===== src/rtl/vend_sequencer.sv =====
// Coin vending controller: edge-captured coins, prioritised credit accumulation,
// timed product lamp and tick-paced change payout.
module vend_sequencer #(
  parameter int unsigned PRICE_A   = 12,
  parameter int unsigned PRICE_B   = 9,
  parameter int unsigned DISP_SECS = 2
) (
  input  logic       clk,
  input  logic       reset,
  input  logic       tick_1s,
  input  logic       coin_u,
  input  logic       coin_d,
  input  logic       coin_c,
  input  logic       sel_p,
  input  logic       cancel,
  output logic [3:0] credit_bcd0,
  output logic [3:0] credit_bcd1,
  output logic [4:0] change_amt,
  output logic       lamp_a,
  output logic       lamp_b,
  output logic       pay_u,
  output logic       pay_d,
  output logic       coin_reject,
  output logic       busy
);

  typedef enum logic [1:0] {IDLE, DISPENSE, CHANGE, DONE} state_t;

  state_t     state_q, state_d;
  logic [4:0] credit_q, credit_d;
  logic [4:0] change_q, change_d;
  logic       prod_q, prod_d;
  logic [2:0] tick_cnt_q, tick_cnt_d;
  logic [2:0] samp_q, samp_d;
  logic [2:0] pend_q, pend_d;
  logic       pay_u_q, pay_u_d;
  logic       pay_d_q, pay_d_d;
  logic       reject_q, reject_d;

  logic [2:0] edges;
  logic [2:0] accept;
  logic [4:0] coin_val;
  logic [4:0] price;
  logic [4:0] sum;

  always_comb begin
    samp_d      = {coin_c, coin_d, coin_u};
    edges       = samp_d & ~samp_q;
    price       = sel_p ? 5'(PRICE_A) : 5'(PRICE_B);
    state_d     = state_q;
    credit_d    = credit_q;
    change_d    = change_q;
    prod_d      = prod_q;
    tick_cnt_d  = tick_cnt_q;
    pay_u_d     = 1'b0;
    pay_d_d     = 1'b0;
    reject_d    = 1'b0;
    accept      = '0;
    coin_val    = '0;
    sum         = '0;

    unique case (state_q)
      IDLE: begin
        if (credit_q >= price) begin
          change_d   = credit_q - price;
          prod_d     = sel_p;
          tick_cnt_d = '0;
          state_d    = DISPENSE;
        end else if (cancel && (credit_q != '0)) begin
          change_d = credit_q;
          state_d  = CHANGE;
        end else begin
          // Coins are only banked on cycles where credit stays live in IDLE.
          if (pend_q[2]) begin
            accept   = 3'b100;
            coin_val = 5'd5;
          end else if (pend_q[1]) begin
            accept   = 3'b010;
            coin_val = 5'd2;
          end else if (pend_q[0]) begin
            accept   = 3'b001;
            coin_val = 5'd1;
          end
          sum = credit_q + coin_val;
          if (accept != '0) begin
            if (sum > 5'd19) reject_d = 1'b1;
            else             credit_d = sum;
          end
        end
      end
      DISPENSE: begin
        if (tick_1s) begin
          if (tick_cnt_q == 3'(DISP_SECS - 1)) begin
            tick_cnt_d = '0;
            state_d    = CHANGE;
          end else begin
            tick_cnt_d = tick_cnt_q + 3'd1;
          end
        end
      end
      CHANGE: begin
        if (change_q == '0) begin
          state_d = DONE;
        end else if (tick_1s) begin
          if (change_q >= 5'd2) begin
            pay_d_d  = 1'b1;
            change_d = change_q - 5'd2;
          end else begin
            pay_u_d  = 1'b1;
            change_d = change_q - 5'd1;
          end
        end
      end
      DONE: begin
        credit_d = '0;
        state_d  = IDLE;
      end
      default: state_d = IDLE;
    endcase

    // A second edge on a slot whose coin has not yet been banked is lost.
    pend_d = (pend_q & ~accept) | edges;
    if ((edges & pend_q & ~accept) != '0) reject_d = 1'b1;
  end

  always_ff @(posedge clk) begin
    if (reset) begin
      state_q    <= IDLE;
      credit_q   <= '0;
      change_q   <= '0;
      prod_q     <= 1'b0;
      tick_cnt_q <= '0;
      samp_q     <= '0;
      pend_q     <= '0;
      pay_u_q    <= 1'b0;
      pay_d_q    <= 1'b0;
      reject_q   <= 1'b0;
    end else begin
      state_q    <= state_d;
      credit_q   <= credit_d;
      change_q   <= change_d;
      prod_q     <= prod_d;
      tick_cnt_q <= tick_cnt_d;
      samp_q     <= samp_d;
      pend_q     <= pend_d;
      pay_u_q    <= pay_u_d;
      pay_d_q    <= pay_d_d;
      reject_q   <= reject_d;
    end
  end

  always_comb begin
    if (credit_q >= 5'd10) begin
      credit_bcd1 = 4'd1;
      credit_bcd0 = 4'(credit_q - 5'd10);
    end else begin
      credit_bcd1 = 4'd0;
      credit_bcd0 = credit_q[3:0];
    end
    change_amt  = change_q;
    lamp_a      = (state_q == DISPENSE) &&  prod_q;
    lamp_b      = (state_q == DISPENSE) && !prod_q;
    pay_u       = pay_u_q;
    pay_d       = pay_d_q;
    coin_reject = reject_q;
    busy        = (state_q != IDLE);
  end

endmodule


===== config.mk =====
export PLATFORM = sky130hd
export DESIGN_NAME = vend_sequencer
export DESIGN_NICKNAME = d
export VERILOG_FILES = /design/src/rtl/vend_sequencer.sv
export SDC_FILE = /design/constraint.sdc
export NUM_CORES = 1
export LEC_CHECK = 0
export CORE_UTILIZATION = 50
export DETAILED_ROUTE_END_ITERATION = 6
export DONT_BUFFER_PORTS = 1
export HOLD_SLACK_MARGIN = 0.15
export SLEW_MARGIN = 20
export SYNTH_ARGS = -nofsm -noshare
export SYNTH_HDL_FRONTEND = slang
export SYNTH_SLANG_ARGS = --single-unit

===== constraint.sdc =====
create_clock -name clk -period 3.4 [get_ports clk]
set_input_delay 0.34 -clock clk [delete_from_list [all_inputs] [get_ports clk]]
set_output_delay 0.34 -clock clk [all_outputs]
set_load 0.1 [all_outputs]

After elaboration in Yosys (flattened, before gate mapping):

Index checks and enable logic that the tools add are counted.
Widths: inputs -> output; s select.

* reduce and logical (&&, ||, !) cells: 19
* magnitude comparators: 4
* bitwise logic cells: 9
* mux-type cells: 47
* $add $sub $neg: 6
* equal/unequal tests: 15

Operator list (count)
* $mux 5: 12
* $mux 3: 12
* $ne 2x2->1 const B: 10
* $pmux 5 s2: 2
* $mux 2: 7
* $and 3x3->3: 4
* $mux 1: 11
* $pmux 2 s4: 1
* $reduce_and 4->1: 2
* $reduce_bool 2->1: 4
* $not 3->3: 2
* $pmux 3 s2: 1
* $reduce_bool 3->1: 2
* $add 5x5->5: 1
* $ge 5x2->1 const B: 1
* $ge 5x4->1: 1
* $ge 5x4->1 const B: 1
* $gt 5x5->1 const B: 1
* $logic_not 5->1: 1
* $reduce_and 5->1: 1
* $reduce_bool 5->1: 1
* $sub 5x1->5 const B: 1
* $sub 5x2->5 const B: 1
* $sub 5x4->5: 1
* other kinds (15): 19

* word-level logic and storage cells: 110
* bits in registers: 25
* input port bits: 8
* output and inout bits: 19

Depth between registers and ports, before layout:

Gate-level depths: netlist of run 1.

* depth in word-level cells: 14
* mapped depth: 10

Worst setup path after synthesis of run 1:

No wires, ideal clock.

* kind: register to output
* start point: register credit_q[1]
* end point: output port credit_bcd0[2]
* setup slack: -0.103 ns
* cell stages (with the launch flop): 7
* arrival time: 3.163 ns
* path through: dfxtp_1 > inv_1 > ha_1 > o31ai_1 > a21o_1 > nor2_1 > a21oi_1

* cells in the longest elaborated chain, start to end: 2

RTL lines
* start: declaration: line 30 `logic [4:0] credit_q, credit_d;`
* start signal: assignment: line 140 `credit_q <= credit_d;`
* $sub 4x4->4 or $ge 5x4->1 (tied branches): line 155, 153
* $mux 4 *: line 153 `if (credit_q >= 5'd10) begin`
* end: declaration: line 16 `output logic [3:0] credit_bcd0,`

Every way passes the cells marked *; elsewhere a longest branch is shown, timed or not.

Worst setup path after layout of run 1:

* start point: register credit_q[0]
* end point: register reject_q (netlist: coin_reject)

* cells in the longest elaborated chain, start to end: 9

RTL lines
* branches (longest 8 deep; another with $add 5x5->5)
* $mux 1 *: line 123 `if ((edges & pend_q & ~accept) != '0) reject_d = 1'b1;`
* end signal: assignment: line 148 `reject_q <= reject_d;`
* end: declaration: line 38 `logic reject_q, reject_d;`

Every way passes the cells marked *.
A chain may end at the register's enable or synchronous reset.

==> results of run 1 <==
==> metrics by stage <==
stage / utilization, % / setup WS (ps) / total power, W / area [sq um]
floorplan: - / 146.6 / 0.001203 / 1886
global placement: 56.67 / 840.9 / 0.001351 / 1966
detailed placement: 56.67 / 746.3 / 0.001376 / 1966
CTS: 58.37 / 700.3 / 0.001573 / 2024
global route: 58.37 / 596.3 / 0.001679 / 2024
finish: 58.37 / 702.3 / 0.001567 / 2024
==> power by group <==
group	leakage, nW	total [W]	switching [W]	internal [W]
clock	0.0217	0.000188	0.000105	0.0000835
sequential	0.204	0.000411	0.0000741	0.000337
combinational	0.594	0.000968	0.000665	0.000303
==> how the worst max path moves through the flow <==
stage / from / endpoint / slack (ps) / depth (start not counted)
2_1_floorplan: credit_q[1]$_SDFFE_PP0P_ / credit_bcd0[1] / 150 / 5
5_1_grt: credit_q[0]$_SDFFE_PP0P_ / credit_q[0]$_SDFFE_PP0P_ / 600 / 8
3_5_place_dp: credit_q[0]$_SDFFE_PP0P_ / coin_reject$_SDFF_PP0_ / 750 / 8
4_1_cts: credit_q[0]$_SDFFE_PP0P_ / coin_reject$_SDFF_PP0_ / 700 / 8
6_report: credit_q[0]$_SDFFE_PP0P_ / coin_reject$_SDFF_PP0_ / 700 / 8
3_3_place_gp: credit_q[0]$_SDFFE_PP0P_ / coin_reject$_SDFF_PP0_ / 840 / 8
==> routing by layer <==
metal	routed length [um]	track usage, %
met5	0	0
met4	89	10.23
met3	143	3.080
met2	2229	41.67
met1	1987	29.44
==> layout by cell type (no fill, tap or decap), types with 3 or more instances in the layout <==
cell type	count
a2111oi_0	3
a211oi_1	7
a21o_1	3
a21oi_1	20
a221o_1	3
buf_4	11
clkbuf_8	3
conb_1	3
dfxtp_1	25
ha_1	15
inv_1	17
mux2_2	3
mux2i_1	3
nand2_1	13
nand2b_1	8
nand3_1	3
nand4b_1	5
nor2_1	13
nor2b_1	7
nor3_1	6
o211ai_1	3
o21ai_0	10
xnor2_1	3
xor2_1	3
==> registers in the layout, summed over array words and instances (netlist names) <==
name         cells
coin_reject      1
prod_q           1
credit_q         5
pay_u            1
state_q          2
pend_q           3
tick_cnt_q       3
change_amt       5
pay_d            1
samp_q           3
==> logic make-up after synthesis <==
group	after synthesis	synth area share, %
AO/OA/AOI/OAI	74	27.84
XOR/XNOR	6	2.804
adder cells (fa/ha/maj)	16	11.08
buffers and inverters	31	7.143
flip-flops	25	26.70
multiplexers	6	3.404
other	1	0.2001
AND/OR/NAND/NOR	67	20.83
==> area by class of cell <==
| class | instances | area share [%] |
|---|---|---|
| timing repair buffer | 12 | 4.574 |
| multi-input combinational | 172 | 62.11 |
| sequential | 25 | 24.72 |
| tap | 46 | 2.843 |
| clock inverter | 1 | 0.3708 |
| clock buffer | 3 | 2.040 |
| inverter | 18 | 3.337 |
==> what timing repair did <==
action / in CTS / in global routing
hold buffers: 1 / 0
hold endpoints to repair: 22 / 0
setup endpoints to repair: 0 / 0
buffers inserted: 0 / 0
==> flow_metrics.tcl, run 1 <==
set metrics [dict create \
    status "completed" \
    synth_area_leader_cell "dfxtp_1" \
    reg2reg_depth 8 \
    fin_cells 277 \
    synth.avg_cell_area_sq_um 8.293 \
    worstMarginPinSlew_ps 1054 \
    die_area_sq_mm 0.003997 \
    skew_ps 7.004 \
    io_pins 27 \
    htree_levels 1 \
    hp-start "coin_u" \
    relSlewSlack_pct 29.69 \
    cts.sinks 25 \
    hp-class "in2reg" \
    synth_top_area_share_pct 26.70 \
    cellLeakagePower_nw 0.8204 \
    cpPeakStageDelay_ps 480 \
    rr_endpoint "coin_reject$_SDFF_PP0_" \
    nets 256 \
    powerDensity_mw_per_mm2 773.9 \
    vias 1672 \
    core_sq_mm 0.003468 \
    ys_warn_count 0 \
    syn_to_final_growth_pct 8.011 \
    ys_types 54 \
    ir_drop_mv 0.5229 \
    grt_pass1_vias 1643 \
    seq_area_frac_synth_pct 26.70 \
    cp.required_ps 3520 \
    start_kind "flop" \
    grt_overflow 0 \
    dpl.hpwl_mm 3.262 \
    path_buf_inv 1 \
    clock_path_buffers 2 \
    wl_mm 4.451 \
    io_buffer_count 0 \
    synth.top_cells.by_area "dfxtp_1, ha_1, a21oi_1" \
    crit_type "reg2reg" \
    grt_antenna_before_repair 0 \
    path_clk_slew_ps 100 \
    synthFlopType "dfxtp_1" \
    seqCellArea_sq_um 500.5 \
    drt_pass1_iterations 4 \
    cap_violations 0 \
    whs_ps 187.5 \
    die_x_um 63.23 \
    multiInputGateArea_sq_mm 0.001257 \
    synth_seq_cells 25 \
    rows 21 \
    gp_congestion 0.8174 \
    grtUsageTotal_pct 23.97 \
    dp_cells 272 \
    r2r-start "credit_q[0]$_SDFFE_PP0P_" \
    crit_family "adder cells" \
    yosysMostFrequentCell "dfxtp_1" \
    drc 0 \
    numCtsBuffers 3 \
    min_period_ps 2698 \
    finalMaxSlewViolations 0 \
    rsz0062_at_grt "no" \
    worstHoldPathCells 1 \
    reg2reg_slack_ps 700 \
    end_kind "flop" \
    min_to "samp_q[0]$_SDFF_PP0_" \
    tns_ps 0 \
    root_buffer "clkbuf_8" \
    synth_cells 226 \
    final-setup-viol-count 0 \
    path_cells "buf_4, ha_1, fa_1, or3_1, o211ai_1, o311a_1, nand2b_1, a41oi_1" \
    post-route-period-util_pct 79.34 \
    start_util_pct 54.04 \
    antenna_cells 0 \
    final_layout_size_suffix_gt1_share_pct 12.55 \
    max_freq_mhz 370.7 \
    grt_max_degree 23 \
    avgRoutedWirePerCell_um 16.07 \
    netlist_area_sq_mm 0.001874 \
    crit_fanout 9 \
    drtAntennaViolNets 0 \
    cts_tree "built" \
    cp.arrival_ps 2810 \
    cts-resized-gates 0 \
    final_hold_viol_count 0 \
    synth_edf_count 0 \
    synth_commonest_cells "dfxtp_1, a21oi_1, inv_1" \
    grt_pass1_wl_mm 7.548 \
    die-height_um 63.23 \
    fillers 312 \
    clk_latency_ps 280 \
    drt_iter0_drc 92 \
    viasPerCell 6.036 \
    async_reset_ff_share_pct 0 \
    slowest_stage "fa_1" \
]
(Power assumes the default switching activity.)
==> run 2, diff against run 1 <==
clock period = 2.8 ns   (was 3.4 ns; I/O delays follow)
==> flow_metrics.tcl, run 2 (same netlist as run 1, synthesis figures left out) <==
set metrics [dict create \
    cts_hold_buf 4 \
    cts.sinks 25 \
    drtAntennaViolNets 0 \
    grt_overflow 0 \
    post-route-period-util_pct 94.65 \
    powerDensity_mw_per_mm2 921.6 \
    reg2reg_depth 8 \
    r2r-start "pend_q[2]$_SDFF_PP0_" \
    clock_path_buffers 2 \
    final_layout_size_suffix_gt1_share_pct 13.87 \
    io_pins 27 \
    drc 0 \
    die-height_um 63.23 \
    hp-start "coin_c" \
    start_util_pct 54.04 \
    die_x_um 63.23 \
    root_buffer "clkbuf_8" \
    crit_family "compound AO/OA/AOI/OAI gates" \
    clk_latency_ps 280 \
    numCtsBuffers 3 \
    worstMarginPinSlew_ps 943.6 \
    io_buffer_count 0 \
    reg2reg_slack_ps 150 \
    grtUsageTotal_pct 23.54 \
    slowest_stage "fa_1" \
    relSlewSlack_pct 37.01 \
    whs_ps 182.2 \
    dpl.hpwl_mm 3.290 \
    final_common_cell "dfxtp_1" \
    path_clk_slew_ps 90 \
    die_area_sq_mm 0.003997 \
    finalMaxSlewViolations 0 \
    path_depth 8 \
    grt_pass1_vias 1666 \
    cap_violations 0 \
    wl_mm 4.456 \
    crit_type "reg2reg" \
    cts-resized-gates 0 \
    viasPerCell 6.127 \
    rows 21 \
    cellLeakagePower_nw 0.8590 \
    ir_drop_mv 0.5536 \
    grt_antenna_before_repair 0 \
    worstHoldPathCells 2 \
    drt_iter0_drc 163 \
    hp-class "in2reg" \
    max_freq_mhz 377.3 \
    avgRoutedWirePerCell_um 15.69 \
    end_kind "flop" \
    crit_fanout 9 \
    drt_pass1_iterations 4 \
    layout_common_cells "dfxtp_1, a21oi_1, inv_1" \
    cts_tree "built" \
    skew_ps 1.795 \
    fin_area_sq_mm 0.002110 \
    post_cts_buffers 0 \
    p_total_w 0.001944 \
    grt_max_degree 23 \
    path_buf_inv 0 \
    cpPeakStageDelay_ps 490 \
    antenna_cells 0 \
    nets 263 \
    grt_pass1_wl_mm 7.603 \
    status "completed" \
    cp.arrival_ps 2770 \
    final-setup-viol-count 0 \
    min_to "pend_q[2]$_SDFF_PP0_" \
    rr_endpoint "coin_reject$_SDFF_PP0_" \
    core_sq_mm 0.003468 \
    start_kind "flop" \
    htree_levels 1 \
    placed_cell_area_sq_mm 0.002021 \
    syn_to_final_growth_pct 12.55 \
    path_cells "o21bai_1, ha_1, fa_1, or3_1, o211ai_1, o311a_1, nand2b_1, a41oi_1" \
    final_hold_viol_count 0 \
    cp.required_ps 2920 \
    rsz0062_at_grt "no" \
    vias 1740 \
    min_period_ps 2650 \
    gp_congestion 0.8175 \
]
run 2: worst max-delay path by stage:
stage                                         from                      to
after detailed placement      pend_q[2]$_SDFF_PP0_  coin_reject$_SDFF_PP0_
after global routing          pend_q[2]$_SDFF_PP0_  coin_reject$_SDFF_PP0_
after CTS                     pend_q[2]$_SDFF_PP0_  coin_reject$_SDFF_PP0_
after floorplan           credit_q[1]$_SDFFE_PP0P_          credit_bcd0[2]
final                         pend_q[2]$_SDFF_PP0_  coin_reject$_SDFF_PP0_
after global placement        pend_q[2]$_SDFF_PP0_  coin_reject$_SDFF_PP0_
run 2: power by group:
group          leakage, nW  total [W]  internal [W]  switching, W
clock network       0.0217   0.000230      0.000101      0.000129
registers            0.204   0.000492      0.000409     0.0000830
logic                0.633    0.00122      0.000395      0.000827
total                0.859    0.00194      0.000906       0.00104
run 2: layout make-up:
cell class | count | area [sq um]
clock buffer | 3 | 41.29
clock inverter | 1 | 7.507
fill | 302 | 1359
inverter | 18 | 67.56
multi-input combinational | 172 | 1257
sequential | 25 | 500.5
tap | 46 | 57.56
timing repair buffer | 19 | 177.7
run 2: through the flow:
step | instances | TNS [ps] | setup slack, ps | utilization (%)
floorplan | 228 | -102.5 | -102.5 | -
finish | 284 | 0 | 149.9 | 60.82
detailed placement | 276 | 0 | 236.0 | 58.26
CTS | 284 | 0 | 179.3 | 60.82
global placement | 276 | 0 | 364.8 | 58.26
global route | 284 | 0 | 33.61 | 60.82
run 2: per-layer routing:
layer	wire [um]	part of all wire, %	vias to the layer above	track usage (%)
met2	2191	49	52	41.26
met4	69	1.5	0	8.239
li1	-	-	849	-
met3	192	4.3	7	2.899
met5	0	0	-	0
met1	2002	45	832	29.43
